### src/rtl/timer_pkg.sv
// Shared encodings for the timer run-control slice.
// States, mode selects and interrupt flag bit positions.
package timer_pkg;

  typedef enum logic [1:0] {
    TMR_IDLE  = 2'd0,
    TMR_LOAD  = 2'd1,
    TMR_RUN   = 2'd2,
    TMR_PAUSE = 2'd3
  } tmr_state_t;

  localparam logic TMR_MODE_PERIODIC = 1'b0;
  localparam logic TMR_MODE_REPEAT   = 1'b1;

  localparam int ITR_EXPIRE = 0;
  localparam int ITR_DONE   = 1;
  localparam int ITR_NUM    = 2;

endpackage

### src/rtl/timer_itr_flags.sv
// Sticky interrupt flags with a one-cycle request pulse.
// Set wins over clear; simultaneous sets give a single pulse.
module timer_itr_flags #(
  parameter int num_flags = 2
) (
  input  logic                 clk,
  input  logic                 resetn,
  input  logic [num_flags-1:0] flag_set,
  input  logic [num_flags-1:0] flag_clr,
  output logic [num_flags-1:0] pending,
  output logic                 req
);

  always_ff @(posedge clk or negedge resetn) begin
    if (!resetn) begin
      pending <= '0;
      req     <= 1'b0;
    end else begin
      pending <= (pending & ~flag_clr) | flag_set;
      req     <= |flag_set;
    end
  end

endmodule

### src/rtl/timer_run_ctrl.sv
// Run-control sequencer for one basic_timer: load, run,
// pause/resume, stop, repeat-N counting and interrupt flags.
module timer_run_ctrl
  import timer_pkg::*;
#(
  parameter int timer_width      = 16,
  parameter int rpt_width        = 8,
  parameter int simulation_delay = 1
) (
  input  logic                   clk,
  input  logic                   resetn,
  input  logic [timer_width-1:0] cfg_prescale,
  input  logic [timer_width-1:0] cfg_autoload,
  input  logic                   cfg_mode,
  input  logic [rpt_width-1:0]   cfg_repeat_n,
  input  logic                   cmd_start,
  input  logic                   cmd_stop,
  input  logic                   cmd_pause,
  input  logic                   cmd_resume,
  input  logic [1:0]             itr_clr,
  output logic [timer_width-1:0] tmr_prescale,
  output logic [timer_width-1:0] tmr_autoload,
  output logic                   tmr_cnt_to_set,
  output logic [timer_width-1:0] tmr_cnt_set_v,
  output logic                   tmr_started,
  input  logic                   tmr_expired,
  output logic                   busy,
  output logic                   paused,
  output logic [rpt_width-1:0]   expire_cnt,
  output logic [1:0]             itr_pending,
  output logic                   itr_req
);

  tmr_state_t             state;
  logic                   sh_mode;
  logic [rpt_width-1:0]   remaining;
  logic                   ev_expire;
  logic                   ev_done;
  logic [ITR_NUM-1:0]     itr_set;
  logic                   unused_sim_delay;

  assign unused_sim_delay = (simulation_delay != 0);

  // expiry only counts when no higher-priority command owns the cycle
  always_comb begin
    ev_expire = 1'b0;
    ev_done   = 1'b0;
    if ((state == TMR_RUN) && tmr_expired &&
        !cmd_stop && !cmd_start && !cmd_pause) begin
      ev_expire = 1'b1;
      ev_done   = (sh_mode == TMR_MODE_REPEAT) &&
                  (remaining == '0);
    end
  end

  always_ff @(posedge clk or negedge resetn) begin
    if (!resetn) begin
      state          <= TMR_IDLE;
      sh_mode        <= TMR_MODE_PERIODIC;
      remaining      <= '0;
      expire_cnt     <= '0;
      tmr_prescale   <= '0;
      tmr_autoload   <= '0;
      tmr_cnt_set_v  <= '0;
      tmr_cnt_to_set <= 1'b0;
      tmr_started    <= 1'b0;
      busy           <= 1'b0;
      paused         <= 1'b0;
    end else begin
      tmr_cnt_to_set <= 1'b0;
      if (cmd_stop) begin
        state       <= TMR_IDLE;
        tmr_started <= 1'b0;
        busy        <= 1'b0;
        paused      <= 1'b0;
      end else if (cmd_start) begin
        state          <= TMR_LOAD;
        sh_mode        <= cfg_mode;
        remaining      <= cfg_repeat_n;
        expire_cnt     <= '0;
        tmr_prescale   <= cfg_prescale;
        tmr_autoload   <= cfg_autoload;
        tmr_cnt_set_v  <= cfg_autoload;
        tmr_cnt_to_set <= 1'b1;
        tmr_started    <= 1'b0;
        busy           <= 1'b1;
        paused         <= 1'b0;
      end else begin
        unique case (state)
          TMR_LOAD: begin
            state       <= TMR_RUN;
            tmr_started <= 1'b1;
          end
          TMR_RUN: begin
            if (cmd_pause) begin
              state       <= TMR_PAUSE;
              tmr_started <= 1'b0;
              paused      <= 1'b1;
            end else if (ev_expire) begin
              expire_cnt <= expire_cnt + rpt_width'(1);
              if (ev_done) begin
                state       <= TMR_IDLE;
                tmr_started <= 1'b0;
                busy        <= 1'b0;
              end else if (sh_mode == TMR_MODE_REPEAT) begin
                remaining <= remaining - rpt_width'(1);
              end
            end
          end
          TMR_PAUSE: begin
            if (cmd_resume) begin
              state       <= TMR_RUN;
              tmr_started <= 1'b1;
              paused      <= 1'b0;
            end
          end
          default: begin
          end
        endcase
      end
    end
  end

  assign itr_set[ITR_EXPIRE] = ev_expire;
  assign itr_set[ITR_DONE]   = ev_done;

  timer_itr_flags #(
    .num_flags (ITR_NUM)
  ) u_itr_flags (
    .clk      (clk),
    .resetn   (resetn),
    .flag_set (itr_set),
    .flag_clr (itr_clr),
    .pending  (itr_pending),
    .req      (itr_req)
  );

endmodule
### config.mk
export PLATFORM = sky130hd
export DESIGN_NAME = timer_run_ctrl
export DESIGN_NICKNAME = d
export VERILOG_FILES = /design/src/rtl/timer_pkg.sv /design/src/rtl/timer_itr_flags.sv /design/src/rtl/timer_run_ctrl.sv
export SDC_FILE = /design/constraint.sdc
export NUM_CORES = 1
export LEC_CHECK = 0
export CORE_MARGIN = 5
export CORE_UTILIZATION = 48
export CTS_BUF_LIST = sky130_fd_sc_hd__clkbuf_8
export DETAILED_ROUTE_END_ITERATION = 7
export PLACE_DENSITY = 0.88
export SLEW_MARGIN = 20
export SYNTH_ARGS = -nofsm -noshare
export SYNTH_HDL_FRONTEND = slang
export SYNTH_SLANG_ARGS = --single-unit
### constraint.sdc
create_clock -name clk -period 4.6 [get_ports clk]
set_input_delay 0.69 -clock clk [delete_from_list [all_inputs] [get_ports clk]]
set_output_delay 0.69 -clock clk [all_outputs]
set_load 0.01 [all_outputs]
==> qor.csv, run 1 <==
metric;value;unit
grt peak-use layer;met2;
FF-to-FF End;remaining[2];
Reg2Reg Launch Point;remaining[0];
initial antenna violation count;0;
DRC;0;
clk_lat worst skew;0.34;ns
met2 usage in global routing;35.1;%
Yosys top cell area share;52.4;%
Post-Syn Area;2770;µm²
relative slew slack;52.1;%
largest net degree at the start of global routing;59;
total power;1360;µW
CTS Hold Buffers Added;0;
vias post-DR;2480;
Ys Warns;0;
GRT Util Overall;20.7;%
Async SR Flop Fraction;100;%
Seq pwr share;44.7;%
Final ANT Viol Nets;0;
Max Cap Viol;0;
Post-Synthesis Cells;302;
r2r setup slk;2.39;ns
Tightest Hold Check Type;flop to flop;
Final Instance Area;4010;µm²
die height;86.0;µm
TritonRoute pass-1 iters;4;
GPL Wtd Cong;0.909;
Distinct cells, synth;50;
RSZ-0062 raised after global routing;no;
total CTS buffers;9;
TritonCTS Sinks;58;
NetSw;384;µW
Layout Nets;452;
Worst Setup SP;cmd_start;
crit end category;flop;
vias in the first global route;2516;
Routed WL per cell;15.6;µm
core box area;5570;µm²
DP Worst Slack;1.76;ns
share of cells above drive strength 1;6.68;%
CP Data Arrival Time;2.75;ns
clock share of power;32.9;%
Synth Net Count;355;
status;finished, final reports clean;
DR vias/cell;5.21;
final hold vios;0;
Startpoint Class;input pin;
GRT overflow;0;
Synth area leader;dfrtp_1;
final wirelength;7.44;mm
first-pass GRT wire length;12.1;mm
synth top area cells;dfrtp_1 (52%), nand2_1 (16%), buf_4 (4.3%), nor2_1 (1.6%), ha_1 (1.4%);
FMAX;396;MHz
Die W;86.0;µm
I/O pins;113;
reg2reg path depth;6;
most used flip-flop cell after synthesis;dfrtp_1;
Slew Limit Fails;0;
TritonCTS clock tree;done;
Internal;975;µW
Yosys reg bits;58;
Syn Area/Cell;9.17;µm²
Worst Setup EP;remaining[2];
combinational power share;22.4;%
sequential-to-total area share from yosys stat;52.4;%
n_diodes;0;
Worst-Margin Slew;0.718;ns
HPWL Detailed;5.14;mm
Tmin final;2.53;ns
quantity of gates resized following cts;0;
Root Buffer;clkbuf_8;
Rows;27;
drt initial violations;123;
area added between synthesis and finish;44.9;%
final setup violation count;0;
hold depth;2;
Setup WS post-layout;2.07;ns
Initial Utilization;49.7;%
P_leak;0.00185;µW
period utilisation layout;55.0;%
Final Skew;0.00687;ns
count leader, synth;nand2_1;
grt met3 use;7.78;%
Max rail drop VDD;249;µV
clock buffer depth;2;
Worst-path clk slew;0.07;ns
Post-CTS Setup Bufs;0;
CP Max Fanout;17;
CP Data Required Time;4.82;ns
setup TNS;0;ns
dpl cell area;3830;µm²
met1 Resource Use GR;23.9;%
Pwr per Cell Area;339;nW/µm²
final core utilization;72.0;%
Setup CP Type;input pin to flop;
Sw Ratio;28.2;%
H-tree depth;3;
port bufs;112;
Post-synth EDFFs;0;
Synth top cells by count;nand2_1 (116), dfrtp_1 (58), buf_4 (16), nor2_1 (12), inv_1 (8);
DIE AREA;7390;µm²
-- worst max-delay path, stage by stage --
cell and delay (ns):
clkdlybuf4s50_1 0.73, or2_4 0.43, a211oi_4 0.38, a31oi_1 0.14, or3_1 0.38
-- cell usage in the layout (no fill, tap or decap), types with 3 or more instances in the layout --
master | synthesis | routed
o2111ai_1 | 3 | 3
clkdlybuf4s50_1 | 0 | 111
inv_1 | 8 | 10
nand3_1 | 4 | 4
o21ai_0 | 6 | 6
dfrtp_1 | 58 | 58
buf_4 | 16 | 3
a211oi_1 | 4 | 4
ha_1 | 3 | 3
a21oi_1 | 6 | 6
o22ai_1 | 4 | 4
xor2_1 | 3 | 3
nand2_1 | 116 | 116
nor2_1 | 12 | 12
clkbuf_8 | 0 | 9
-- layer usage --
metal | part of all wire, % | routed length, µm
met5 | 0 | 0
met4 | 2.0 | 148
met3 | 8.5 | 632
met2 | 50 | 3720
met1 | 40 | 2940
-- layout make-up --
class / count / area [µm²]
clock inverter: 7 / 62.6
timing repair buffer: 115 / 1140
tap: 72 / 90.1
inverter: 8 / 30.0
multi-input combinational: 207 / 1120
clock buffer: 9 / 124
sequential: 58 / 1450
fill: 435 / 1560
-- cells by family after synthesis --
logic type      count (synthesis)  synth area share (%)
compound gates                 38                  10.8
xor+xnor                        4                  1.26
buf+inv                        37                  7.41
simple gates                  160                  26.0
mux                             2                 0.723
fa+ha+maj                       3                  1.36
flops                          58                  52.4
-- sequential cells by signal, indices dropped and copies added (netlist names), 2 cells and up --
register / cells
u_itr_flags.pending: 2
tmr_cnt_set_v: 16
tmr_prescale: 16
remaining: 8
state: 2
expire_cnt: 8
-- metrics by stage --
stage | instances | hold WS [ns]
finish | 476 | 0.474
global route | 476 | 0.507
CTS | 476 | 0.479
detailed placement | 460 | 0.462
global placement | 460 | 0.457
floorplan | 302 | 0.394
-- worst min-delay path by stage --
stage                      from  slack, ns          endpoint
2_1_floorplan            resetn       0.39              busy
3_3_place_gp   tmr_prescale[12]       0.46  tmr_prescale[12]
3_5_place_dp    tmr_prescale[1]       0.46   tmr_prescale[1]
4_1_cts         tmr_prescale[1]       0.48   tmr_prescale[1]
5_1_grt         tmr_prescale[2]       0.51   tmr_prescale[2]
6_report        tmr_prescale[6]       0.47   tmr_prescale[6]
-- power by group through the flow --
stage                     clock, µW  combinational, µW  sequential [µW]
final                           447                305              607
after global routing            483                330              615
after detailed placement          0                306              615
after floorplan                   0                128              623
after CTS                       454                309              607
after global placement            0                299              611
Note: power is estimated with default switching activity, not from simulation.
==> inputs of run 2 (changes only) <==
--- a/config.mk
+++ b/config.mk
@@ -6,10 +6,10 @@
 export NUM_CORES = 1
 export LEC_CHECK = 0
 export CORE_MARGIN = 5
-export CORE_UTILIZATION = 48
+export CORE_UTILIZATION = 44
 export CTS_BUF_LIST = sky130_fd_sc_hd__clkbuf_8
 export DETAILED_ROUTE_END_ITERATION = 7
-export PLACE_DENSITY = 0.88
+export PLACE_DENSITY = 0.82
 export SLEW_MARGIN = 20
 export SYNTH_ARGS = -nofsm -noshare
 export SYNTH_HDL_FRONTEND = slang
==> constraint.sdc (replaced) <==
create_clock -name clk -period 2.48 [get_ports clk]
set_input_delay 0.372 -clock clk [delete_from_list [all_inputs] [get_ports clk]]
set_output_delay 0.372 -clock clk [all_outputs]
set_load 0.01 [all_outputs]
==> run 2 against run 1 <==
Net effect:
- non-clock buffer count is 6 higher
- sequential power is 85% higher
- sequential cell count stayed put
- sequential share of layout area is 0.72 points lower
- global-route usage is 1.7 points lower
- register-to-register slack worse by 1.9 ns
- wire length is 1.4% lower
- count of clock-buffer cells in the layout is 2 higher
- total power is 91% higher
- setup slack worse by 1.6 ns
- clock power is 100% higher
- clock skew is 0.0020 ns higher
- critical path type is now flop to flop
==> qor.csv, run 2 (synthesized netlist as in run 1, its figures left out) <==
metric;value;unit;change
status;finished, final reports clean;;
vias post-DR;2446;;-1.4%
Tmin final;1.97;ns;
TritonCTS clock tree;done;;
relative slew slack;57.0;%;+5.0 points
drt initial violations;100;;-19%
Rows;29;;+7.4%
HPWL Detailed;5.46;mm;+6.3%
area added between synthesis and finish;47.8;%;
Worst Setup SP;remaining[0];;
setup TNS;0;ns;unchanged
Die W;89.3;µm;+3.9%
initial antenna violation count;0;;unchanged
total CTS buffers;9;;unchanged
Worst Setup EP;remaining[2];;
Reg2Reg Launch Point;remaining[0];;
first-pass GRT wire length;11.6;mm;-3.6%
share of cells above drive strength 1;8.54;%;+1.9 points
Layout Nets;458;;+1.3%
n_diodes;0;;unchanged
CTS Hold Buffers Added;0;;unchanged
Pwr per Cell Area;633;nW/µm²;+87%
total power;2590;µW;+91%
GRT overflow;0;;unchanged
final wirelength;7.34;mm;-1.4%
Max Cap Viol;0;;unchanged
final setup violation count;0;;unchanged
r2r setup slk;0.51;ns;-1.88 ns
largest net degree at the start of global routing;33;;-44%
P_leak;0.00189;µW;+2.3%
Startpoint Class;flop;;
most frequent cells in the layout;nand2_1 (116), clkdlybuf4s50_1 (111), dfrtp_1 (58);;
core box area;6240;µm²;+12%
final core utilization;65.6;%;-6.4 points
Routed WL per cell;15.1;µm;-3.6%
TritonCTS Sinks;58;;unchanged
final hold vios;0;;unchanged
Tightest Hold Check Type;input pin to async pin;;
commonest non-fill, non-tap cell in the layout;nand2_1;;
port bufs;112;;unchanged
Final Instance Area;4090;µm²;+2.0%
H-tree depth;3;;unchanged
Final Skew;0.00885;ns;+0.00198 ns
crit end category;flop;;
Final ANT Viol Nets;0;;unchanged
Root Buffer;clkbuf_8;;
Worst-Margin Slew;0.645;ns;-0.0728 ns
I/O pins;113;;unchanged
Post-CTS Setup Bufs;0;;unchanged
FMAX;507;MHz;
clk_lat worst skew;0.33;ns;about the same
TritonRoute pass-1 iters;4;;unchanged
DR vias/cell;5.02;;-3.6%
Worst-path clk slew;0.07;ns;about the same
RSZ-0062 raised after global routing;no;;
Top Registers;tmr_cnt_set_v (16), tmr_prescale (16);;
Setup CP Type;flop to flop;;
Hold Slack;0.0539;ns;-0.421 ns
DRC;0;;unchanged
clock buffer depth;2;;unchanged
CP Data Arrival Time;2.18;ns;-0.57 ns
period utilisation layout;79.5;%;
GRT Util Overall;19.1;%;-1.7 points
GPL Wtd Cong;0.903;;-0.62%
DIE AREA;7980;µm²;+8.0%
die height;89.3;µm;+3.9%
CP Data Required Time;2.69;ns;-2.13 ns
quantity of gates resized following cts;0;;unchanged
Slew Limit Fails;0;;unchanged
FF-to-FF End;remaining[2];;
dpl cell area;3890;µm²;+1.7%
Initial Utilization;44.4;%;-5.3 points
reg2reg path depth;8;;+2
Max rail drop VDD;446;µV;+79%
vias in the first global route;2488;;-1.1%
CP Max Fanout;8;;-9
[run 2: cell count changes in the layout (fill, tap and decap cells not counted), sizes merged]
| cell | change |
|---|---|
| clkinv | +1 |
| clkbuf | +2 |
| buf | +6 |
| inv | -2 |
| clkinvlp | -1 |
[run 2: power breakdown]
group          internal, µW  switching, µW
Sequential             1040           84.0
Clock                   513            383
Combinational           327            247
[run 2: final cells by class]
type / count / area [µm²]
Clock inverter: 5 / 52.6
Multi-Input combinational cell: 207 / 1120
Fill cell: 518 / 2150
Sequential cell: 58 / 1450
Tap cell: 77 / 96.3
Timing Repair Buffer: 121 / 1200
Clock buffer: 11 / 151
Inverter: 8 / 30.0
[run 2: metrics by stage]
stage	setup slack [ns]	std cells
after floorplan	0.530	302
after global placement	0.439	471
after detailed placement	0.399	471
after CTS	0.522	487
after global routing	0.397	487
final	0.508	487
[run 2: worst min-delay path by stage]
stage	from	to	slack (ns)	cells after the start
finish	resetn	remaining[7]	0.05	1
global route	resetn	remaining[7]	0.1	1
CTS	resetn	remaining[7]	0.07	1
detailed placement	resetn	remaining[7]	0.44	1
global placement	resetn	remaining[7]	0.43	1
floorplan	resetn	busy	0.08	0
[run 2: critical path, stage by stage, from the launching register on]
cell and delay, ns:
dfrtp_1 0.43, inv_1 0.12, ha_1 0.18, nor3b_1 0.20, buf_4 0.17, a211oi_4 0.07
buf_4 0.19, nor4b_1 0.14, or3_1 0.34
[run 2: layer usage]
layer	wire (µm)	GRT usage, %	share of wire (%)
met4	55	6.50	0.75
met1	2960	22.7	40
met3	681	7.19	9.3
met5	0	0	0
met2	3640	31.7	50
